===== config.mk =====
export PLATFORM = sky130hd
export DESIGN_NAME = uart_mmio_bridge_flat
export DESIGN_NICKNAME = d
export VERILOG_FILES = /design/src/rtl/uart_mmio_bridge_if.sv /design/src/rtl/uart_mmio_bridge.sv /design/src/flat_wrapper.sv
export SDC_FILE = /design/constraint.sdc
export NUM_CORES = 1
export LEC_CHECK = 0
export CORE_UTILIZATION = 55
export CTS_CLUSTER_DIAMETER = 30
export DETAILED_ROUTE_END_ITERATION = 8
export GPL_TIMING_DRIVEN = 0
export PLACE_DENSITY = 0.8
export REMOVE_ABC_BUFFERS = 1
export SLEW_MARGIN = 20
export SYNTH_ARGS = -nofsm -noshare
export SYNTH_HDL_FRONTEND = slang
export SYNTH_SLANG_ARGS = --single-unit
export TNS_END_PERCENT = 1

===== constraint.sdc =====
create_clock -name clk -period 8.6 [get_ports clk]
set_input_delay 0.86 -clock clk [delete_from_list [all_inputs] [get_ports clk]]
set_output_delay 0.86 -clock clk [all_outputs]
set_load 0.02 [all_outputs]

===== src/rtl/uart_mmio_bridge_if.sv =====
// Signal bundle between the UART byte streams, the MMIO bus and the bridge.
// The master modport is the bridge side; the slave modport is the UART/responder side.
interface uart_mmio_bridge_if;
  logic [7:0]  rx_data;
  logic        rx_valid;
  logic        rx_ready;
  logic [7:0]  tx_data;
  logic        tx_valid;
  logic        tx_ready;
  logic [31:0] bus_addr;
  logic [31:0] bus_wdata;
  logic        bus_we;
  logic        bus_re;
  logic [31:0] bus_rdata;
  logic        busy;

  modport master (
    input  rx_data, rx_valid, tx_ready, bus_rdata,
    output rx_ready, tx_data, tx_valid, bus_addr, bus_wdata, bus_we, bus_re, busy
  );

  modport slave (
    output rx_data, rx_valid, tx_ready, bus_rdata,
    input  rx_ready, tx_data, tx_valid, bus_addr, bus_wdata, bus_we, bus_re, busy
  );
endinterface


===== src/rtl/uart_mmio_bridge.sv =====
// UART command-frame parser issuing single 32-bit MMIO reads/writes and replying ACK/NAK
// (plus little-endian read data) on the TX byte stream.
module uart_mmio_bridge #(
  parameter int unsigned RD_LATENCY     = 1,
  parameter int unsigned TIMEOUT_CYCLES = 100000
) (
  input logic               clk,
  input logic               rst,
  uart_mmio_bridge_if.master link
);

  typedef enum logic [2:0] {StIdle, StAddr, StData, StIssue, StWait, StResp} state_e;

  state_e      state_q, state_d;
  logic        is_write_q, is_write_d;
  logic        nak_q, nak_d;
  logic [1:0]  cnt_q, cnt_d;
  logic [2:0]  idx_q, idx_d;
  logic [31:0] addr_sr_q, addr_sr_d;
  logic [31:0] data_sr_q, data_sr_d;
  logic [31:0] bus_addr_q, bus_addr_d;
  logic [31:0] bus_wdata_q, bus_wdata_d;
  logic [31:0] rdata_q, rdata_d;
  logic [31:0] lat_q, lat_d;
  logic [31:0] idle_q, idle_d;

  logic       rx_ready, tx_valid, bus_we, bus_re;
  logic [7:0] tx_byte;
  logic [2:0] last_idx;

  assign last_idx = (nak_q || is_write_q) ? 3'd0 : 3'd4;

  always_comb begin
    state_d     = state_q;
    is_write_d  = is_write_q;
    nak_d       = nak_q;
    cnt_d       = cnt_q;
    idx_d       = idx_q;
    addr_sr_d   = addr_sr_q;
    data_sr_d   = data_sr_q;
    bus_addr_d  = bus_addr_q;
    bus_wdata_d = bus_wdata_q;
    rdata_d     = rdata_q;
    lat_d       = lat_q;
    idle_d      = idle_q;
    rx_ready    = 1'b0;
    tx_valid    = 1'b0;
    bus_we      = 1'b0;
    bus_re      = 1'b0;

    unique case (state_q)
      StIdle: begin
        rx_ready = 1'b1;
        if (link.rx_valid) begin
          cnt_d     = 2'd0;
          idx_d     = 3'd0;
          idle_d    = 32'd0;
          data_sr_d = 32'd0;
          if (link.rx_data == 8'h52 || link.rx_data == 8'h57) begin
            is_write_d = (link.rx_data == 8'h57);
            nak_d      = 1'b0;
            state_d    = StAddr;
          end else begin
            is_write_d = 1'b0;
            nak_d      = 1'b1;
            state_d    = StResp;
          end
        end
      end
      StAddr, StData: begin
        rx_ready = 1'b1;
        if (link.rx_valid) begin
          idle_d = 32'd0;
          cnt_d  = cnt_q + 2'd1;
          // Shift from the top so the first (least significant) byte ends up in [7:0].
          if (state_q == StAddr) addr_sr_d = {link.rx_data, addr_sr_q[31:8]};
          else                   data_sr_d = {link.rx_data, data_sr_q[31:8]};
          if (cnt_q == 2'd3) state_d = (state_q == StAddr && is_write_q) ? StData : StIssue;
        end else begin
          idle_d = idle_q + 32'd1;
          if (TIMEOUT_CYCLES != 32'd0 && idle_d == TIMEOUT_CYCLES) begin
            nak_d   = 1'b1;
            idx_d   = 3'd0;
            state_d = StResp;
          end
        end
      end
      StIssue: begin
        bus_we  = is_write_q;
        bus_re  = ~is_write_q;
        lat_d   = 32'd0;
        idx_d   = 3'd0;
        state_d = is_write_q ? StResp : StWait;
      end
      StWait: begin
        lat_d = lat_q + 32'd1;
        if (lat_q == RD_LATENCY - 32'd1) begin
          rdata_d = link.bus_rdata;
          state_d = StResp;
        end
      end
      StResp: begin
        tx_valid = 1'b1;
        if (link.tx_ready) begin
          idx_d = idx_q + 3'd1;
          if (idx_q == last_idx) state_d = StIdle;
        end
      end
      default: state_d = StIdle;
    endcase

    // The bus only ever sees a fully assembled address/data pair.
    if (state_d == StIssue && state_q != StIssue) begin
      bus_addr_d  = addr_sr_d;
      bus_wdata_d = data_sr_d;
    end
  end

  always_comb begin
    tx_byte = 8'h06;
    if (nak_q) begin
      tx_byte = 8'h15;
    end else begin
      case (idx_q)
        3'd1:    tx_byte = rdata_q[7:0];
        3'd2:    tx_byte = rdata_q[15:8];
        3'd3:    tx_byte = rdata_q[23:16];
        3'd4:    tx_byte = rdata_q[31:24];
        default: tx_byte = 8'h06;
      endcase
    end
  end

  always_ff @(posedge clk or negedge rst) begin
    if (!rst) begin
      state_q     <= StIdle;
      is_write_q  <= 1'b0;
      nak_q       <= 1'b0;
      cnt_q       <= 2'd0;
      idx_q       <= 3'd0;
      addr_sr_q   <= 32'd0;
      data_sr_q   <= 32'd0;
      bus_addr_q  <= 32'd0;
      bus_wdata_q <= 32'd0;
      rdata_q     <= 32'd0;
      lat_q       <= 32'd0;
      idle_q      <= 32'd0;
    end else begin
      state_q     <= state_d;
      is_write_q  <= is_write_d;
      nak_q       <= nak_d;
      cnt_q       <= cnt_d;
      idx_q       <= idx_d;
      addr_sr_q   <= addr_sr_d;
      data_sr_q   <= data_sr_d;
      bus_addr_q  <= bus_addr_d;
      bus_wdata_q <= bus_wdata_d;
      rdata_q     <= rdata_d;
      lat_q       <= lat_d;
      idle_q      <= idle_d;
    end
  end

  assign link.rx_ready  = rx_ready;
  assign link.tx_valid  = tx_valid;
  assign link.tx_data   = tx_valid ? tx_byte : 8'h00;
  assign link.bus_addr  = bus_addr_q;
  assign link.bus_wdata = bus_wdata_q;
  assign link.bus_we    = bus_we;
  assign link.bus_re    = bus_re;
  assign link.busy      = (state_q != StIdle);

endmodule


===== src/flat_wrapper.sv =====
// flat-port wrapper written by rule: the top's interface ports become plain ports
module uart_mmio_bridge_flat 
#(
  parameter int unsigned RD_LATENCY     = 1,
  parameter int unsigned TIMEOUT_CYCLES = 100000
)
  (clk, rst, link_rx_data, link_rx_valid, link_tx_ready, link_bus_rdata, link_rx_ready, link_tx_data, link_tx_valid, link_bus_addr, link_bus_wdata, link_bus_we, link_bus_re, link_busy);
  uart_mmio_bridge_if link_i ();
  input logic clk;
  input logic rst;
  input wire logic [$bits(link_i.rx_data)-1:0] link_rx_data;
  input wire logic [$bits(link_i.rx_valid)-1:0] link_rx_valid;
  input wire logic [$bits(link_i.tx_ready)-1:0] link_tx_ready;
  input wire logic [$bits(link_i.bus_rdata)-1:0] link_bus_rdata;
  output wire logic [$bits(link_i.rx_ready)-1:0] link_rx_ready;
  output wire logic [$bits(link_i.tx_data)-1:0] link_tx_data;
  output wire logic [$bits(link_i.tx_valid)-1:0] link_tx_valid;
  output wire logic [$bits(link_i.bus_addr)-1:0] link_bus_addr;
  output wire logic [$bits(link_i.bus_wdata)-1:0] link_bus_wdata;
  output wire logic [$bits(link_i.bus_we)-1:0] link_bus_we;
  output wire logic [$bits(link_i.bus_re)-1:0] link_bus_re;
  output wire logic [$bits(link_i.busy)-1:0] link_busy;
  assign link_i.rx_data = link_rx_data;
  assign link_i.rx_valid = link_rx_valid;
  assign link_i.tx_ready = link_tx_ready;
  assign link_i.bus_rdata = link_bus_rdata;
  assign link_rx_ready = link_i.rx_ready;
  assign link_tx_data = link_i.tx_data;
  assign link_tx_valid = link_i.tx_valid;
  assign link_bus_addr = link_i.bus_addr;
  assign link_bus_wdata = link_i.bus_wdata;
  assign link_bus_we = link_i.bus_we;
  assign link_bus_re = link_i.bus_re;
  assign link_busy = link_i.busy;
  uart_mmio_bridge #(.RD_LATENCY(RD_LATENCY), .TIMEOUT_CYCLES(TIMEOUT_CYCLES)) u_core (.clk(clk), .rst(rst), .link(link_i));
endmodule

# --- Word-level counts from Yosys, hierarchy flattened ---
# Index checks and enable logic that the tools add are counted.
op_classes:
  bitwise: 1
  n_eq_ne: 21
  n_reduce_logical: 18
  add_sub_neg: 4
  mux: 44
op_table:
  columns: ["op", "count"]
  rows:
  - ["32-bit two-way mux", 8]
  - ["32-bit case mux with 2 select lines", 3]
  - ["32-bit by 1-bit adder with 32-bit output (second input constant)", 2]
  - ["3-bit two-way mux", 13]
  - ["32-bit by 17-bit equality test with 1-bit output (second input constant)", 1]
  - ["32-bit zero test", 1]
  - ["8-bit case mux with 4 select lines", 1]
  - ["8-bit by 7-bit equality test with 1-bit output (second input constant)", 2]
  - ["8-bit two-way mux", 2]
  - ["3-bit by 2-bit equality test with 1-bit output (second input constant)", 5]
  - ["3-bit case mux with 5 select lines", 1]
  - ["3-bit case mux with 4 select lines", 1]
  - ["1-bit two-way mux", 11]
  - ["3-bit equality test (second input constant)", 3]
  - ["2-bit != test (second input constant)", 4]
  - ["3-bit by 1-bit equality test with 1-bit output (second input constant)", 2]
  - ["2-bit AND reduction", 3]
  - ["5-bit AND reduction", 1]
  - ["2-bit two-way mux", 2]
  - ["2-bit case mux with 2 select lines", 1]
  - ["4-bit AND reduction", 1]
  - ["2-bit nonzero test", 2]
  - ["4-bit nonzero test", 1]
  - ["3-bit by 1-bit adder with 3-bit output (second input constant)", 1]
  - ["14 further kinds", 16]
word_totals:
  ff_bits: 234
  inputBits: 44
  out_inout_bits: 77
  word_cells: 100

# --- Longest topological paths before layout ---
logic_depth:
  ltp_word: 8
  mapped_depth: 12
  mapped_depth_nobuf: 10

# --- Worst setup path before layout ---
# Ideal clock, no wire load.
synth_path:
  kind: "reg2reg"
  from: "register u_core.idle_q[5]"
  to: "register u_core.bus_addr_q[10] (netlist: u_core.link.bus_addr[10])"
  setup_slack_ns: 5.323
  setup_time_ns: 0.125
  path_stages_with_launch: 12
  arrival_ns: 3.152
  period_less_slack_ns: 3.277
  required_time_ns: 8.475
  cell_sequence: "dfrtp_1 buf_4 nand3_4 or4_4 or4_4 xor2_1 nand4_2 nor4_4 o21ai_2 o211ai_4 buf_6 mux2_4"
synth_via:
  elab_chain_cells: 7
synth_rtl:
  columns: ["element", "line_no", "source"]
  rows:
  - ["start, declared", "uart_mmio_bridge.sv:25", "logic [31:0] idle_q, idle_d;"]
  - ["start signal, assigned", "uart_mmio_bridge.sv:160", "idle_q <= idle_d;"]
  - ["32-bit by 1-bit adder with 32-bit output", "uart_mmio_bridge.sv:80", "idle_d = idle_q + 32'd1;"]
  - ["32-bit by 17-bit equality test with 1-bit output", "uart_mmio_bridge.sv:81", "if (TIMEOUT_CYCLES != 32'd0 && idle_d == TIMEOUT_CYCLES) begin"]
  - ["3-bit two-way mux", "uart_mmio_bridge.sv:81", null]
  - ["3-bit two-way mux", "uart_mmio_bridge.sv:72", "if (link.rx_valid) begin"]
  - ["3-bit case mux with 5 select lines", "uart_mmio_bridge.sv:51", "unique case (state_q)"]
  - ["3-bit by 2-bit equality test with 1-bit output", "uart_mmio_bridge.sv:113", "if (state_d == StIssue && state_q != StIssue) begin"]
  - ["1-bit logical AND", "uart_mmio_bridge.sv:113", null]
  - ["end signal, assigned", "uart_mmio_bridge.sv:156", "bus_addr_q <= bus_addr_d;"]
  - ["end, declared", "uart_mmio_bridge.sv:21", "logic [31:0] bus_addr_q, bus_addr_d;"]
# Every way passes these cells.
# A chain may end at the register's enable or synchronous reset.

# --- Worst setup path after layout ---
layout_path:
  from: "register u_core.idle_q[4]"
  to: "register u_core.bus_addr_q[1] (netlist: u_core.link.bus_addr[1])"
# Same word-level chain as after synthesis.

==> impl_metrics.yaml <==
power:
  seqPwrFrac_pct: 35.3
  p_sw_mw: 1.32
  sw_frac_of_total_pct: 30.5
  p_comb_share_pct: 25.5
  power.leakage_nw: 6.22
  pwr-share-clk_pct: 39.2
  ir_worst_vdd_uv: 258
  internal_power_mw: 3.01
  power_density_nw_per_um2: 309
  totalPowerFinal_mw: 4.33
drt:
  first_iter_violations: 465
  via_per_inst: 5.90
  remaining_drc_errors: 0
  wire_per_inst_um: 18.5
  num_vias: 7938
  dr.pass1.iters: 5
  ant_nets: 0
  totalWireLength_um: 24900
synthesis:
  synthTopCellsByArea: "dfrtp_1, mux2_4, mux2_2"
  synth_area_um2: 11000
  post-synth-top-area-cell: "dfrtp_1"
  yosysWarnings: 0
  syn_inst: 928
  synth_commonest_cells: "dfrtp_1, nand2_1, mux2_2"
  synth_most_common_cell: "dfrtp_1"
  synth_top_area_share_pct: 53.3
  ys_seq_area_share_pct: 53.3
  synthArstFlopShare_pct: 100
  synthDistinctLibCells: 66
  ys_ff_latch: 234
  syn_area_per_cell_um2: 11.8
  synth-edff-count: 0
  synthFlopType: "dfrtp_1"
placed_design:
  dp_slack_ns: 4.34
  io_buffers: 120
  dp_hpwl_um: 15700
  placed_cell_area_um2: 12500
  dp_cells: 1266
  place.gp.congestion: 0.844
timing:
  fin_crit_ns: 4.27
  fin_ws_ns: 4.33
  rsz0062_at_grt: "no"
  skew_ns: 0.0286
  slew_viol_final: 0
  finalHoldViolations: 0
  clock.fmax_ghz: 0.234
  slew_headroom_pct: 47.6
  min_period_over_period_pct: 49.6
  finalSetupViolations: 0
  tightest_slew_ns: 0.785
global_routing:
  overflow: 0
  grt_pass1_wl_um: 40400
  antenna_found_initial: 0
  grtUsageTotal_pct: 25.0
  grt_pass1_vias: 7822
  grt_max_degree: 102
clock_network:
  root_buffer: "clkbuf_16"
  tritoncts: "yes"
  clkSinkCount: 234
  clkLatencyLatePin_ns: 0.53
  cts_buffers: 44
  clk_pin_slew_worst_paths_ns: 0.05
  cts_htree_levels: 2
  clockBufferDepth: 3
  cts_resized: 0
  post_cts_buffers: 0
  cts_hold_buf: 0
final_layout:
  drive_above_1_share_pct: 22.5
  final_core_util_pct: 71.7
  stdcell_area_um2: 14000
  area_growth_pct: 27.6
  diodes: 0
  nets: 1100
  finalNonFillerCells: 1346
setup_path:
  max_stage_delay_ns: 0.62
  slowest_stage: "or4_4"
  crit_buf_inv: 4
  endpoint_kind: "register"
  worstPathArrival_ns: 4.68
  required_ns: 9.01
  path_delay_family: "simple AND/OR/NAND/NOR gates"
  cp_common_cell: "buf_16"
  crit_path_start_kind: "register"
  crit_chain: "nand3_4 -> or4_4 -> or4_4 -> xor2_1 -> nand4_2 -> nor4_4 -> o21ai_2 -> o211ai_4 -> buf_16 -> buf_16 -> buf_16 -> buf_16 -> mux2_2"
  crit_fanout: 17
  timing_worst_setup_path_type: "register to register"
floorplan:
  die_x_um: 143
  dieHeight_um: 143
  initial_core_util_pct: 56.2
  die-area_um2: 20500
  placementRows: 51
  io_pins: 121
  coreArea_um2: 19500
run:
  cap_violations: 0
run_status:
  outcome: "finished clean"
min_path:
  hold_class: "input pin to asynchronous set/reset pin"
[stage by stage]
step | hold slack [ns] | TNS (ns)
2_1_floorplan | 0.459 | 0
6_report | 0.284 | 0
4_1_cts | 0.309 | 0
3_3_place_gp | 0.482 | -712.36
3_5_place_dp | 0.484 | 0
5_1_grt | 0.328 | 0
[routing by layer]
metal / share of wire, % / GRT usage [%]
met3: 7.8 / 6.91
met2: 48 / 39.7
met5: 0 / 0
met1: 43 / 33.2
met4: 1.9 / 7.95
[final timing paths]
check	startpoint	to	slack (ns)	depth (start not counted)
min in group clk	u_core.addr_sr_q[2]	u_core.addr_sr_q[2]	0.50	1
setup reg to reg	u_core.idle_q[4]	u_core.link.bus_addr[1]	4.33	13
hold / removal	rst	u_core.rdata_q[19]	0.28	1
max in group asynchronous	rst	u_core.idx_q[2]	7.09	3
setup / recovery	u_core.idle_q[4]	u_core.link.bus_addr[1]	4.33	13
hold reg to reg	u_core.addr_sr_q[2]	u_core.addr_sr_q[2]	0.50	1
[worst register-to-register path, cell delays in order, from the launching register on]
cell and delay [ns]:
dfrtp_1 0.56, nand3_4 0.22, or4_4 0.62, or4_4 0.53
xor2_1 0.19, nand4_2 0.16, nor4_4 0.48, o21ai_2 0.14
o211ai_4 0.15, buf_16 0.22, buf_16 0.19, buf_16 0.17
buf_16 0.19, mux2_2 0.35
[layout by cell type, fill, tap and decap left out, types with 14 or more instances in the layout]
master,synthesis,layout
mux2_4,60,60
a21oi_1,23,23
nand3_1,40,40
dfrtp_1,234,234
and3_1,14,14
mux2_2,68,68
nor2_1,36,34
o21ai_0,62,62
nand2_1,80,79
nand4_1,19,19
a22o_1,33,33
o31ai_1,17,16
clkbuf_16,0,44
clkdlybuf4s50_1,0,119
[logic make-up after synthesis]
kind of cell               count (synthesis)  synth area share [%]
and+or+nand+nor                          265                  13.2
xor gates and xnor gates                  20                  1.60
AOI/OAI and AO/OA                        192                  11.8
buffers and inverters                     73                  3.18
adders and majority gates                  9                  1.03
muxes                                    135                  15.8
DFF                                      234                  53.3
[area by class of cell]
type	instances	area (µm²)
clock inverters	29	327
repair buffers	133	1470
flip-flops and latches	234	5860
fillers	1299	5520
inverters	13	48.8
clock buffers	51	1160
well taps	265	332
multi-input cells	621	4820
[power groups by stage]
stage                     clock network (mW)  registers, mW  logic [mW]
after floorplan                            0           1.57       0.619
after global placement                     0           1.52        1.03
after detailed placement                   0           1.53        1.09
after CTS                               1.72           1.53        1.11
after global routing                    1.78           1.56        1.19
final                                   1.70           1.53        1.10
[sequential cells by signal, indices dropped and copies added, names as in the netlist]
signal                 cells
u_core.idle_q             32
u_core.is_write_q          1
u_core.rdata_q            32
u_core.data_sr_q          32
u_core.lat_q              32
u_core.state_q             3
u_core.link.bus_addr      32
u_core.link.bus_wdata     32
u_core.cnt_q               2
u_core.nak_q               1
u_core.idx_q               3
u_core.addr_sr_q          32
(Power assumes the default switching activity.)
